[src/rtl/serial_sum_collector_pkg.sv]
// Shared types and helpers for the bit-serial sum collector.
package serial_pkg;

   typedef enum logic [1:0] {
      IDLE,
      SHIFT,
      HOLD
   } state_t;

   localparam int unsigned DEFAULT_WIDTH = 16;

   // One extra bit so the beat counter can represent WIDTH itself.
   function automatic int unsigned cnt_width(input int unsigned w);
      return $clog2(w) + 1;
   endfunction

endpackage

[src/rtl/serial_sum_collector_if.sv]
// Serial bit-pair input and parallel sum output handshakes.
// Optional `SERIAL_SUM_OVF_EN adds the signed overflow flag.
interface serial_sum_collector_if #(
   parameter int unsigned WIDTH = serial_pkg::DEFAULT_WIDTH
);
   logic             bit_valid;
   logic             bit_a;
   logic             bit_b;
   logic             bit_ready;
   logic [WIDTH-1:0] sum_data;
   logic             carry_out;
   logic             sum_valid;
   logic             sum_ready;
`ifdef SERIAL_SUM_OVF_EN
   logic             overflow;

   modport master (
      output bit_valid, bit_a, bit_b, sum_ready,
      input  bit_ready, sum_data, carry_out, sum_valid, overflow
   );
   modport slave (
      input  bit_valid, bit_a, bit_b, sum_ready,
      output bit_ready, sum_data, carry_out, sum_valid, overflow
   );
`else
   modport master (
      output bit_valid, bit_a, bit_b, sum_ready,
      input  bit_ready, sum_data, carry_out, sum_valid
   );
   modport slave (
      input  bit_valid, bit_a, bit_b, sum_ready,
      output bit_ready, sum_data, carry_out, sum_valid
   );
`endif
endinterface

[src/rtl/serial_sum_collector_sipo_shift.sv]
// Serial-in parallel-out shift register, mirror of the PISO: new bit enters the MSB.
module sipo_shift #(
   parameter int unsigned WIDTH = serial_pkg::DEFAULT_WIDTH
) (
   input  logic             clk,
   input  logic             rst,
   input  logic             clr,
   input  logic             en,
   input  logic             din,
   output logic [WIDTH-1:0] q
);

   logic [WIDTH-1:0] r_q;

   always_ff @(posedge clk or posedge rst) begin
      if (rst) begin
         r_q <= '0;
      end else if (clr) begin
         r_q <= '0;
      end else if (en) begin
         r_q <= {din, r_q[WIDTH-1:1]};
      end
   end

   assign q = r_q;

endmodule

[src/rtl/serial_sum_collector.sv]
// Bit-serial adder receive end: LSB-first bit pairs in, WIDTH-bit sum word out.
// Optional `SERIAL_SUM_OVF_EN adds a registered two's-complement overflow output.
module serial_sum_collector
   import serial_pkg::*;
#(
   parameter int unsigned WIDTH = DEFAULT_WIDTH
) (
   input  logic                   clk,
   input  logic                   rst,
   input  logic                   start,
   output logic                   busy,
   serial_sum_collector_if.slave  bus
);

   localparam int unsigned     CW   = cnt_width(WIDTH);
   localparam logic [CW-1:0]   LAST = CW'(WIDTH - 1);

   state_t           r_state;
   state_t           w_next;
   logic             r_carry;
   logic [CW-1:0]    r_count;
   logic [WIDTH-1:0] r_sum;
   logic             r_cout;
   logic             r_valid;
   logic [WIDTH-1:0] w_shreg;
   logic             w_ready;
   logic             w_clr;
   logic             w_beat;
   logic             w_last;
   logic             w_s;
   logic             w_maj;

   always_ff @(posedge clk or posedge rst) begin
      if (rst) begin
         r_state <= IDLE;
      end else begin
         r_state <= w_next;
      end
   end

   always_comb begin
      w_next  = r_state;
      w_ready = 1'b0;
      w_clr   = 1'b0;
      case (r_state)
         IDLE: begin
            if (start) begin
               w_next = SHIFT;
               w_clr  = 1'b1;
            end
         end
         SHIFT: begin
            w_ready = 1'b1;
            // start aborts the frame and wins over any bit pair offered this cycle
            if (start) begin
               w_clr = 1'b1;
            end else if (bus.bit_valid && (r_count == LAST)) begin
               w_next = HOLD;
            end
         end
         HOLD: begin
            if (bus.sum_ready) begin
               if (start) begin
                  w_next = SHIFT;
                  w_clr  = 1'b1;
               end else begin
                  w_next = IDLE;
               end
            end
         end
         default: w_next = IDLE;
      endcase
   end

   assign w_beat = w_ready & bus.bit_valid & ~start;
   assign w_last = w_beat & (r_count == LAST);
   assign w_s    = bus.bit_a ^ bus.bit_b ^ r_carry;
   assign w_maj  = (bus.bit_a & bus.bit_b) | (bus.bit_a & r_carry) | (bus.bit_b & r_carry);

   sipo_shift #(.WIDTH(WIDTH)) u_sipo (
      .clk (clk),
      .rst (rst),
      .clr (w_clr),
      .en  (w_beat),
      .din (w_s),
      .q   (w_shreg)
   );

   always_ff @(posedge clk or posedge rst) begin
      if (rst) begin
         r_carry <= 1'b0;
         r_count <= '0;
      end else if (w_clr) begin
         r_carry <= 1'b0;
         r_count <= '0;
      end else if (w_beat) begin
         r_carry <= w_maj;
         r_count <= r_count + CW'(1);
      end
   end

   always_ff @(posedge clk or posedge rst) begin
      if (rst) begin
         r_sum   <= '0;
         r_cout  <= 1'b0;
         r_valid <= 1'b0;
      end else if (w_last) begin
         r_sum   <= {w_s, w_shreg[WIDTH-1:1]};
         r_cout  <= w_maj;
         r_valid <= 1'b1;
      end else if ((r_state == HOLD) && bus.sum_ready) begin
         r_valid <= 1'b0;
      end
   end

`ifdef SERIAL_SUM_OVF_EN
   logic r_ovf;

   // On the final beat r_carry is the carry into the MSB, w_maj the carry out of it.
   always_ff @(posedge clk or posedge rst) begin
      if (rst) begin
         r_ovf <= 1'b0;
      end else if (w_last) begin
         r_ovf <= r_carry ^ w_maj;
      end
   end

   assign bus.overflow = r_ovf;
`endif

   assign bus.bit_ready = w_ready;
   assign bus.sum_data  = r_sum;
   assign bus.carry_out = r_cout;
   assign bus.sum_valid = r_valid;
   assign busy          = (r_state != IDLE);

endmodule
[src/flat_wrapper.sv]
// flat-port wrapper written by rule: the top's interface ports become plain ports
module serial_sum_collector_flat import serial_pkg::*;
#(
   parameter int unsigned WIDTH = DEFAULT_WIDTH
)
  (clk, rst, start, busy, bus_bit_valid, bus_bit_a, bus_bit_b, bus_sum_ready, bus_bit_ready, bus_sum_data, bus_carry_out, bus_sum_valid);
  serial_sum_collector_if #(.WIDTH(WIDTH)) bus_i ();
  input  logic clk;
  input  logic rst;
  input  logic start;
  output logic busy;
  input wire logic [$bits(bus_i.bit_valid)-1:0] bus_bit_valid;
  input wire logic [$bits(bus_i.bit_a)-1:0] bus_bit_a;
  input wire logic [$bits(bus_i.bit_b)-1:0] bus_bit_b;
  input wire logic [$bits(bus_i.sum_ready)-1:0] bus_sum_ready;
  output wire logic [$bits(bus_i.bit_ready)-1:0] bus_bit_ready;
  output wire logic [$bits(bus_i.sum_data)-1:0] bus_sum_data;
  output wire logic [$bits(bus_i.carry_out)-1:0] bus_carry_out;
  output wire logic [$bits(bus_i.sum_valid)-1:0] bus_sum_valid;
  assign bus_i.bit_valid = bus_bit_valid;
  assign bus_i.bit_a = bus_bit_a;
  assign bus_i.bit_b = bus_bit_b;
  assign bus_i.sum_ready = bus_sum_ready;
  assign bus_bit_ready = bus_i.bit_ready;
  assign bus_sum_data = bus_i.sum_data;
  assign bus_carry_out = bus_i.carry_out;
  assign bus_sum_valid = bus_i.sum_valid;
  serial_sum_collector #(.WIDTH(WIDTH)) u_core (.clk(clk), .rst(rst), .start(start), .busy(busy), .bus(bus_i));
endmodule
[config.mk]
export PLATFORM = sky130hd
export DESIGN_NAME = serial_sum_collector_flat
export DESIGN_NICKNAME = d
export VERILOG_FILES = /design/src/rtl/serial_sum_collector_pkg.sv /design/src/rtl/serial_sum_collector_if.sv /design/src/rtl/serial_sum_collector_sipo_shift.sv /design/src/rtl/serial_sum_collector.sv /design/src/flat_wrapper.sv
export SDC_FILE = /design/constraint.sdc
export NUM_CORES = 1
export LEC_CHECK = 0
export BUFFER_PORTS_ARGS = -buffer_cell sky130_fd_sc_hd__buf_2
export CAP_MARGIN = 30
export CORE_MARGIN = 2
export CORE_UTILIZATION = 45
export DETAILED_ROUTE_END_ITERATION = 6
export PLACE_DENSITY_LB_ADDON = 0.2
export SLEW_MARGIN = 15
export SYNTH_ARGS = -nofsm -noshare
export SYNTH_HDL_FRONTEND = slang
export SYNTH_SLANG_ARGS = --single-unit
[constraint.sdc]
create_clock -name clk -period 2.5 [get_ports clk]
set_clock_uncertainty 0.15 [all_clocks]
set_input_delay 0.25 -clock clk [delete_from_list [all_inputs] [get_ports clk]]
set_output_delay 0.25 -clock clk [all_outputs]
set_load 0.02 [all_outputs]
# After elaboration in Yosys (flattened, before gate mapping)
# Index checks and enable logic that the tools add are counted.
[op_classes] add_sub_neg=1 eq_ne=7 mux=18 bitwise_logic=11 reduce_logical=8
[ops] operator="16-bit two-way mux" n=2
[ops] operator="5-bit two-way mux" n=2
[ops] operator="1-bit two-way mux" n=8
[ops] operator="2-bit two-way mux" n=4
[ops] operator="1-bit bitwise AND" n=6
[ops] operator="2-bit inequality test, second input constant" n=3
[ops] operator="2-bit one-hot mux with 3 select lines" n=1
[ops] operator="2-bit nonzero test" n=3
[ops] operator="5-bit by 1-bit adder with 5-bit output, second input constant" n=1
[ops] operator="5-bit by 4-bit == test with 1-bit output, second input constant" n=1
[ops] operator="4-bit AND reduction" n=1
[ops] operator="2-bit by 1-bit == test with 1-bit output, second input constant" n=1
[ops] operator="2-bit == test, second input constant" n=1
[ops] operator="1-bit logical AND" n=2
[ops] operator="2-bit zero test" n=1
[ops] operator="2-bit by 1-bit inequality test with 1-bit output, second input constant" n=1
[ops] operator="1-bit OR" n=2
[ops] operator="1-bit one-hot mux with 2 select lines" n=1
[ops] operator="2-bit OR reduction" n=1
[ops] operator="1-bit bitwise XOR" n=2
[ops] operator="1-bit inverter" n=1
[word_totals] ff_bits=42 inputBits=7 output_inout_bits=20 wordCells=52

# Logic depth before layout (Yosys ltp)
# Gate-level depths: netlist of the first run.
[logic_depth] ltp_word=6 ltp_mapped=8 depth_no_buf=6

# Cells and area by module
# Synthesis of the first run repeated with hierarchy kept, for this count alone.
[hier_totals] cells_unflattened=136 area_unflattened_um2=1820.5
[by_module_without_submodules] mod="serial_sum_collector" n_inst=1 cells_per_inst=83 area_each_um2=1156.1 seq_area_each_um2=650.6
[by_module_without_submodules] mod="sipo_shift" n_inst=1 cells_per_inst=53 area_each_um2=664.4 seq_area_each_um2=400.4

# Worst setup path before layout of the first run
# OpenSTA, ideal clock, no wires.
[synth_timing] path_type="flip-flop to flip-flop" from="register u_core.r_count[0]" to="register u_core.r_sum[0] (netlist: u_core.bus.sum_data[0])" setup_time_ns=0.125 arrival_ns=1.646 t_required_ns=2.225 setup_slack_ns=0.579 stages_incl_launch_ff=9 path_buffers=2 period_less_slack_ns=1.921 cell_sequence="dfrtp_1 ha_1 and3_1 ha_1 nand2_1 nor3b_2 buf_6 buf_12 mux2_4"
[synth_between] elab_chain_cells=2
[synth_rtl] item="start, declared" line="serial_sum_collector.sv:21" text="logic [CW-1:0] r_count;"
[synth_rtl] item="start signal, assigned" line="serial_sum_collector.sv:98" text="r_count <= r_count + CW'(1);"
[synth_rtl] item="5-bit by 4-bit == test with 1-bit output" line="serial_sum_collector.sv:76" text="assign w_last = w_beat & (r_count == LAST);"
[synth_rtl] item="1-bit bitwise AND" line="serial_sum_collector.sv:76"
[synth_rtl] item="end signal, assigned" line="serial_sum_collector.sv:108" text="r_sum <= {w_s, w_shreg[WIDTH-1:1]};"
[synth_rtl] item="end, declared" line="serial_sum_collector.sv:22" text="logic [WIDTH-1:0] r_sum;"
# Every way passes these cells.
# A chain may end at the register's enable or synchronous reset.

# Worst setup path after layout of the first run
[layout_timing] from="register u_core.r_count[0]" to="register u_core.r_sum[13] (netlist: u_core.bus.sum_data[13])"
# The elaborated chain is that of the path after synthesis.

==> out/metrics.cfg, run 1 <==
[outcome]
status=completed

[detailed_routing]
wl_per_cell_um=13.16
via_per_inst=5.018
drt-initial-drc-count=52
drt_wl_total_um=3001
via_count=1144
post-route-drc-count=0
ant_nets=0
dr.pass1.iters=4

[global_route]
grt_first_pass_wirelength_um=5292
gr-total-overflow=0
grt.total_usage_pct=16.38
grt_max_degree=42
grt_pass1_vias=1220
antenna_found_initial=0

[floorplanning]
die-height_um=66.33
io_pins=27
die-area_um2=4399
die_width_um=66.33
initial_core_util_pct=47.39
rows=22
core_area_um2=3689

[layout]
nets=189
multi_input_area_um2=655.6
area_growth_pct=14.82
fillers=339
seqCellArea_um2=1026
drive_gt1_share_pct=31.67
n_antenna_cell=0

[cts]
htree_levels=2
cts_buffers=5
post-cts-setup-buffers=0
cts_hold_buf=1
cts-root-buf=clkbuf_8
cts_tree=built
worstSkewPairLatency_ns=0.29
clk_pin_slew_worst_paths_ns=0.08
cts_max_path_buffers=2
cts.sinks=41
postCtsResizedCells=0

[sta]
maxSlewViolCount=0
hold_violations=0
worst_pin_slew_ns=0.5494
setup_viol=0
timing.setup.tns_ns=0
maxSlewHeadroom_pct=63.30
rsz0062_at_grt=false
finalCritPeriodShare_pct=80.27
fmax_ghz=0.4983
layout_min_cycle_time_ns=2.007
worst_slack_ns=0.4932

[critical_path]
crit_type=reg -> reg
crit_path_top_delay_cell=dfrtp_1
cp-start-kind=register
worst_setup_path_end_kind=register
critPathMaxStageDelay_ns=0.38
cp.arrival_ns=2.03
path_cells=ha_1, and3_1, ha_1, nand2_1, nor3b_2, buf_4, mux2_2
critPathRequiredTime_ns=2.53
critPathMaxFanout=11
critical_path.most_common_cell=ha_1

[synthesis]
synth_area_per_cell_um2=11.81
synth-seq-cells=41
syn_area_um2=1748
syn_nets=158
synth_top_area_share_pct=58.70
yosysWarnings=0
synthTopCellsByArea=dfrtp_1 59%, nand2_1 7.5%, mux2_4 6.9%
yosysSeqAreaShare_pct=58.70
synth.distinct_cells=32
synth_cells=148
synth_top_area_cell=dfrtp_1

[placement]
place_congestion=0.6836
preCtsSetupSlack_ns=0.4891
port_buffers=26
hpwl_um=2037

[run]
maxCapViolCount=0

[hold_path]
hold_class=in -> reg

[power]
leakagePower_nw=0.9885
peakVddDrop_v=0.0003600
powerDensity_nw_per_um2=564.5

==> per-layer routing <==
| metal | vias to the layer above | wire length, um | track usage (%) |
|---|---|---|---|
| li1 | 558 | - | - |
| met5 | - | 0 | 0 |
| met4 | 0 | 78 | 9.949 |
| met2 | 24 | 1473 | 27.63 |
| met1 | 554 | 1329 | 18.49 |
| met3 | 8 | 120 | 4.089 |
==> cell usage after synthesis (all sizes together) <==
library cell and number:
dfrtp 41, nand2 35, a21oi 18, mux2 17
buf 4, clkbuf 4, nor2 4, a21o 2
and3 2, ha 2, inv 2, nor3b 2
or2 2, a211oi 1, a21boi 1, and4bb 1
fa 1, nand2b 1, nand3 1, nand3b 1
nand4bb 1, nor2b 1, nor4 1, o21ai 1
or3 1, xnor2 1
==> worst max-delay path: cells and delay by family, from the launching register on <==
family,cells,cell delay (ns)
muxes,1,0.35
and+or+nand+nor,3,0.45
buffers and inverters,1,0.24
DFF,1,0.38
adders and majority gates,2,0.32
==> kinds of logic (layout without fill, tap and decap cells) <==
family / after synthesis / in the layout / share of synthesized area (%)
compound gates: 23 / 23 / 7.158
mux: 17 / 17 / 12.67
simple gates: 53 / 53 / 14.60
buf+inv: 10 / 42 / 3.794
xor+xnor: 1 / 1 / 0.5012
flops: 41 / 41 / 58.70
fa+ha+maj: 3 / 3 / 2.577
==> area by class of cell <==
cell class                      instances  share of cell area, %
Clock buffer                            8                  3.990
Inverter                                2                 0.3741
Multi-Input combinational cell         97                  32.67
Sequential cell                        41                  51.12
Tap cell                               48                  2.993
Timing Repair Buffer                   32                  8.853
==> registers in the layout, indices dropped and copies added, names as in the netlist <==
| name | flops |
|---|---|
| u_core.bus.carry_out | 1 |
| u_core.bus.sum_data | 16 |
| u_core.bus.sum_valid | 1 |
| u_core.r_carry | 1 |
| u_core.r_count | 5 |
| u_core.r_state | 2 |
| u_core.u_sipo.q | 15 |
==> report_power, final <==
| group | leakage [nW] | total (W) | internal (W) | switching, W |
|---|---|---|---|---|
| Sequential | 0.566 | 0.000672 | 0.000668 | 0.00000377 |
| Combinational | 0.383 | 0.0000532 | 0.0000163 | 0.0000369 |
| Clock | 0.0395 | 0.000408 | 0.000198 | 0.000210 |
==> per-stage QoR <==
stage / instance area [um^2] / hold WS (ns) / instances / power, W / utilization, %
floorplan: 1748 / 0.2887 / 148 / 0.0007198 / -
global placement: 1917 / 0.2458 / 219 / 0.0007362 / 51.97
detailed placement: 1917 / 0.2632 / 219 / 0.0007381 / 51.97
CTS: 2007 / 0.1272 / 228 / 0.001150 / 54.41
global route: 2007 / 0.1435 / 228 / 0.001191 / 54.41
finish: 2007 / 0.1295 / 228 / 0.001133 / 54.41
==> layout by cell type (no fill, tap or decap) <==
| cell | instances |
|---|---|
| dfrtp_1 | 41 |
| nand2_1 | 35 |
| buf_2 | 26 |
| a21oi_1 | 18 |
| mux2_2 | 9 |
| mux2_4 | 8 |
| clkbuf_8 | 5 |
| buf_4 | 5 |
| nor2_1 | 4 |
| clkbuf_1 | 3 |
| a21o_1 | 2 |
| and3_1 | 2 |
| inv_1 | 2 |
| ha_1 | 2 |
| and4bb_2 | 1 |
| nand4bb_1 | 1 |
| nand2b_1 | 1 |
| a21boi_1 | 1 |
| nor2b_2 | 1 |
| xnor2_1 | 1 |
| nor4_1 | 1 |
| nand3_1 | 1 |
| o21ai_0 | 1 |
| or3_1 | 1 |
| nor3b_2 | 1 |
| or2_2 | 1 |
| nand3b_1 | 1 |
| a211oi_1 | 1 |
| nor3b_1 | 1 |
| or2_1 | 1 |
| fa_1 | 1 |
| dlygate4sd3_1 | 1 |
==> worst paths after layout <==
| path | startpoint | endpoint | slack, ns | depth (start not counted) |
|---|---|---|---|---|
| max | u_core.r_count[0]$_DFFE_PP0P_ | u_core.bus.sum_data[13]$_DFFE_PP0P_ | 0.49 | 7 |
| min | bus_sum_ready | u_core.bus.sum_valid$_DFFE_PP0P_ | 0.13 | 3 |
| max reg2reg | u_core.r_count[0]$_DFFE_PP0P_ | u_core.bus.sum_data[13]$_DFFE_PP0P_ | 0.49 | 7 |
| min reg2reg | u_core.bus.sum_valid$_DFFE_PP0P_ | u_core.bus.sum_valid$_DFFE_PP0P_ | 0.33 | 1 |
| max in group asynchronous | rst | u_core.r_carry$_DFFE_PP0P_ | 1.39 | 4 |
| min in group asynchronous | rst | u_core.bus.sum_data[2]$_DFFE_PP0P_ | 0.46 | 4 |
(Power assumes the default switching activity.)
==> inputs of run 2 (changes only) <==
==> constraint.sdc (replaced) <==
create_clock -name clk -period 1.8 [get_ports clk]
set_clock_uncertainty 0.15 [all_clocks]
set_input_delay 0.18 -clock clk [delete_from_list [all_inputs] [get_ports clk]]
set_output_delay 0.18 -clock clk [all_outputs]
set_load 0.02 [all_outputs]
==> run 2 against run 1 <==
The flow now finishes with violations (setup timing); die area stayed put; flip-flop and latch count stayed put; clock-buffer cell count is 1 lower; non-clock buffer count is 9 higher; fmax is 2.7% higher; sequential share of layout area is 4.4 points lower; final cell count is 3.9% higher; routed wire length is 10% higher; critical path type unchanged; highest routed layer unchanged.
==> out/metrics.cfg, run 2 (synthesis results as in run 1) <==
[global_route]
grt.total_usage_pct=17.58
grt_max_degree=42
antenna_found_initial=0
grt_first_pass_wirelength_um=5713
grt_pass1_vias=1240
gr-total-overflow=0

[outcome]
status=finished with violations
violations=setup timing

[detailed_routing]
ant_nets=0
dr.pass1.iters=4
drt-initial-drc-count=47
via_count=1185
post-route-drc-count=0
wl_per_cell_um=13.98
via_per_inst=5.000
drt_wl_total_um=3313

[layout]
final_cell_mix=41 x dfrtp_1, 34 x nand2_1, 26 x buf_2, 18 x a21oi_1, 17 x mux2_4
nets=198
drive_gt1_share_pct=38.10
fillers=334
largest_reg_flops=16
n_antenna_cell=0
area_growth_pct=25.70
design_area_um2=2197
final_common_cell=dfrtp_1

[placement]
hpwl_um=2120
port_buffers=26
place_area_um2=1964
preCtsSetupSlack_ns=-0.1509
place_congestion=0.7249

[sta]
fmax_ghz=0.5119
worst_slack_ns=-0.1537
rsz0062_at_grt=true
layout_min_cycle_time_ns=1.954
finalCritPeriodShare_pct=108.5
setup_viol=17
maxSlewViolCount=0
hold_violations=0
maxSlewHeadroom_pct=65.57
worst_pin_slew_ns=0.5164

[cts]
cts-root-buf=clkbuf_8
worstSkewPairLatency_ns=0.29
htree_levels=2
cts_buffers=5
cts_tree=built
cts.sinks=41
clk_pin_slew_worst_paths_ns=0.07
cts_max_path_buffers=2

[critical_path]
critPathRequiredTime_ns=1.83
critPathMaxFanout=5
critical_path.most_common_cell=buf_6
r2r-start=u_core.r_count[1]$_DFFE_PP0P_
path_cells=ha_2, and3_4, ha_4, nand2_4, nor3b_4, buf_6, buf_6, mux2_4
cp-start-kind=register
critical_path.top_delay_family=simple AND/OR/NAND/NOR gates
crit_type=reg -> reg
crit_path_top_delay_cell=dfrtp_1
cp.arrival_ns=1.98
reg2reg_setup_slack_ns=-0.15
worst_setup_path_end_kind=register
reg2regPathDepth=8
rr_endpoint=u_core.bus.sum_data[6]$_DFFE_PP0P_
cp_num_buf_inv=2
critPathMaxStageDelay_ns=0.37

[hold_path]
whs_endpoint=u_core.r_state[0]$_DFFE_PP0P_
hold_path_depth=3
hold_class=in -> reg
hp-start=bus_bit_valid

[power]
p_int_w=0.001409
swShare_pct=20.57
p_comb_share_pct=4.9
clkPwrFrac_pct=42.6
peakVddDrop_v=0.0003883
powerDensity_nw_per_um2=807.3
total_power_w=0.001774
p_switching_w=0.0003648
p_seq_share_pct=52.5
leakagePower_nw=1.072

[floorplanning]
rows=22
die-height_um=66.33
die-area_um2=4399
initial_core_util_pct=47.39
die_width_um=66.33
io_pins=27
core_area_um2=3689

[run]
maxCapViolCount=0

run 2: worst max-delay path by stage:
| stage | to | slack (ns) | cells past startpoint | start |
|---|---|---|---|---|
| after floorplan | u_core.bus.sum_data[0]$_DFFE_PP0P_ | -0.1 | 8 | u_core.r_count[0]$_DFFE_PP0P_ |
| after global placement | u_core.bus.sum_data[9]$_DFFE_PP0P_ | -0.08 | 7 | u_core.r_count[0]$_DFFE_PP0P_ |
| after detailed placement | u_core.bus.sum_data[9]$_DFFE_PP0P_ | -0.15 | 7 | u_core.r_count[1]$_DFFE_PP0P_ |
| after CTS | u_core.bus.sum_data[6]$_DFFE_PP0P_ | -0.15 | 8 | u_core.r_count[1]$_DFFE_PP0P_ |
| after global routing | u_core.bus.sum_data[6]$_DFFE_PP0P_ | -0.22 | 8 | u_core.r_count[1]$_DFFE_PP0P_ |
| final | u_core.bus.sum_data[6]$_DFFE_PP0P_ | -0.15 | 8 | u_core.r_count[1]$_DFFE_PP0P_ |
run 2: through the flow:
stage | hold WS (ns) | cells | TNS, ns | util, %
2_1_floorplan | 0.2187 | 148 | -0.8048 | -
3_3_place_gp | 0.1711 | 225 | -1.112 | 53.26
3_5_place_dp | 0.1827 | 225 | -2.076 | 53.26
4_1_cts | 0.07087 | 237 | -2.194 | 59.06
5_1_grt | 0.07812 | 237 | -3.196 | 59.57
6_report | 0.07402 | 237 | -2.294 | 59.57
run 2: tightest hold or removal path, stage by stage:
cell and delay [ns]:
buf_2 0.13, nand2_4 0.08, a21o_1 0.10
run 2: what timing repair did:
item / in CTS / in global routing
endpoints found under the hold margin: 41 / 0
hold buffers: 1 / 0
gates resized for setup: 16 / 5
setup endpoints to repair: 17 / 18
cloned: 1 / 0
setup buffers: 2 / 0
run 2: power by group through the flow:
stage	Clock, W	Sequential [W]	Combinational [W]
2_1_floorplan	0	0.000949	0.0000507
3_3_place_gp	0	0.000949	0.0000827
3_5_place_dp	0	0.000950	0.0000847
4_1_cts	0.000774	0.000931	0.0000890
5_1_grt	0.000819	0.000932	0.0000996
6_report	0.000755	0.000931	0.0000872
run 2: cell type report:
class / count / area (um^2) / area share [%]
Inverter: 2 / 7.507 / 0.3417
Sequential cell: 41 / 1026 / 46.70
Clock buffer: 7 / 86.33 / 3.929
Tap cell: 48 / 60.06 / 2.733
Clock inverter: 1 / 30.03 / 1.367
Multi-Input combinational cell: 97 / 723.2 / 32.92
Timing Repair Buffer: 41 / 264.0 / 12.02
run 2: per-layer routing:
metal | routed length [um] | GRT usage [%]
met2 | 1724 | 29.75
met1 | 1418 | 20.95
met3 | 128 | 5.111
met5 | 0 | 0
met4 | 42 | 6.888
==> inputs of run 3 (changes only) <==
--- a/config.mk
+++ b/config.mk
@@ -7,8 +7,10 @@
 export LEC_CHECK = 0
 export BUFFER_PORTS_ARGS = -buffer_cell sky130_fd_sc_hd__buf_2
 export CAP_MARGIN = 30
+export CELL_PAD_IN_SITES_DETAIL_PLACEMENT = 1
+export CELL_PAD_IN_SITES_GLOBAL_PLACEMENT = 2
 export CORE_MARGIN = 2
-export CORE_UTILIZATION = 45
+export CORE_UTILIZATION = 33
 export DETAILED_ROUTE_END_ITERATION = 6
 export PLACE_DENSITY_LB_ADDON = 0.2
 export SLEW_MARGIN = 15
==> run 3 against run 2 <==
The run still ends with setup timing left; worst setup slack lost 0.0011 ns; fmax is essentially flat; total power down 5.8%; sequential power about the same.
==> out/metrics.cfg, run 3 (synthesis results as in run 1) <==
[layout]
post-route-util_pct=43.12
n_antenna_cell=0
final_common_cell=dfrtp_1
nets=201
design_area_um2=2202
largest_reg_flops=16
drive_gt1_share_pct=39.58
final_cell_mix=41 x dfrtp_1, 34 x nand2_1, 26 x buf_2, 18 x a21oi_1, 13 x buf_4
area_growth_pct=25.98

[run]
maxCapViolCount=0

[detailed_routing]
via_count=1227
dr.pass1.iters=4
via_per_inst=4.683
ant_nets=0
drt_wl_total_um=3644
wl_per_cell_um=13.91
drt-initial-drc-count=64
post-route-drc-count=0

[global_route]
gr-total-overflow=0
grt_max_degree=42
antenna_found_initial=0
grt.total_usage_pct=13.51
grt_pass1_vias=1276
grt_first_pass_wirelength_um=6272

[sta]
fmax_ghz=0.5116
hold_violations=0
rsz0062_at_grt=true
setup_viol=17
maxSlewHeadroom_pct=65.56
layout_min_cycle_time_ns=1.955
worst_slack_ns=-0.1548
worst_pin_slew_ns=0.5166
maxSlewViolCount=0
finalCritPeriodShare_pct=108.6

[critical_path]
crit_path_top_delay_cell=dfrtp_1
reg2reg_setup_slack_ns=-0.15
startpoint=u_core.r_count[1]$_DFFE_PP0P_
path_cells=ha_2, and3_4, ha_4, nand2_4, nor3b_4, buf_4, buf_6, mux2_4
critPathMaxStageDelay_ns=0.36
critPathRequiredTime_ns=1.82
cp.arrival_ns=1.98
worst_setup_path_end_kind=register
critPathMaxFanout=3
crit_type=reg -> reg
cp_num_buf_inv=2
cp-start-kind=register
critical_path.top_delay_family=simple AND/OR/NAND/NOR gates
r2r-start=u_core.r_count[1]$_DFFE_PP0P_

[hold_path]
hp-start=bus_sum_ready
hold_class=in -> reg

[placement]
place_area_um2=1998
hpwl_um=2435
place_congestion=0.7532
preCtsSetupSlack_ns=-0.1879
port_buffers=26

[power]
leakagePower_nw=1.076
powerDensity_nw_per_um2=758.7
peakVddDrop_v=0.0003653
p_int_w=0.001305
p_switching_w=0.0003659
p_seq_share_pct=55.8
clkPwrFrac_pct=38.7
swShare_pct=21.90
p_comb_share_pct=5.5

[floorplanning]
die-area_um2=5895
rows=26
io_pins=27
core_area_um2=5107
die-height_um=76.78
initial_core_util_pct=34.22
die_width_um=76.78

[cts]
cts.sinks=41
htree_levels=2
cts_max_path_buffers=2
clk_pin_slew_worst_paths_ns=0.08
cts_tree=built
cts_buffers=5
cts-root-buf=clkbuf_8
worstSkewPairLatency_ns=0.29

[outcome]
status=finished with violations
violations=setup timing

-- run 3: cell count changes in the layout (fill, tap and decap cells not counted) --
cell	change
clkinv_2	+1
buf_6	-1
bufinv_16	-1
mux2_4	-7
clkbuf_8	+1
buf_4	+4
clkbuf_1	-1
mux2_2	+7
-- run 3: power groups by stage --
stage | combinational, W | clock [W] | sequential (W)
3_5_place_dp | 0.0000877 | 0 | 0.000950
2_1_floorplan | 0.0000507 | 0 | 0.000949
4_1_cts | 0.0000916 | 0.000674 | 0.000931
5_1_grt | 0.000107 | 0.000711 | 0.000932
6_report | 0.0000919 | 0.000647 | 0.000931
3_3_place_gp | 0.0000845 | 0 | 0.000949
-- run 3: per-stage QoR --
stage | hold WS, ns | cells | total power (W) | setup TNS (ns)
CTS | 0.07513 | 259 | 0.001696 | -2.302
finish | 0.07757 | 262 | 0.001671 | -2.254
floorplan | 0.2187 | 148 | 0.0009999 | -0.8048
global route | 0.08547 | 262 | 0.001750 | -3.829
global placement | 0.1788 | 247 | 0.001033 | -1.973
detailed placement | 0.1910 | 247 | 0.001037 | -2.735
-- run 3: path summary, 6_finish.rpt --
path,end,cells after the start
min,u_core.bus.sum_valid$_DFFE_PP0P_,3
max,u_core.bus.sum_data[7]$_DFFE_PP0P_,8
max reg2reg,u_core.bus.sum_data[7]$_DFFE_PP0P_,8
min reg2reg,u_core.bus.sum_valid$_DFFE_PP0P_,1
max in group asynchronous,u_core.bus.sum_data[14]$_DFFE_PP0P_,4
min in group asynchronous,u_core.r_count[0]$_DFFE_PP0P_,4
-- run 3: worst min-delay path, delay by kind of cell --
kind,cells,cell delay (ns)
AO/OA/AOI/OAI,1,0.11
AND/OR/NAND/NOR,1,0.08
buffers and inverters,1,0.11
-- run 3: layout make-up --
class,instances,area [um^2]
Clock buffer,7,96.34
Inverter,2,7.507
Multi-Input combinational cell,97,696.9
Tap cell,70,87.58
Clock inverter,1,5.005
Fill cell,589,2905
Timing Repair Buffer,44,282.8
Sequential cell,41,1026
-- run 3: metal layers --
layer  track usage [%]  vias to the layer above  part of all wire (%)
met5                 0                        -                     0
met4             4.364                        0                   1.2
met3             3.529                        7                   3.3
met2             22.63                       21                    50
met1             16.99                      619                    45
li1                  -                      580                     -
-- run 3: repair_timing --
action	in CTS	in global routing
hold buffers	1	0
buffers inserted	3	3
setup endpoints to repair	17	22
hold endpoints to repair	41	0
resized for setup	9	2
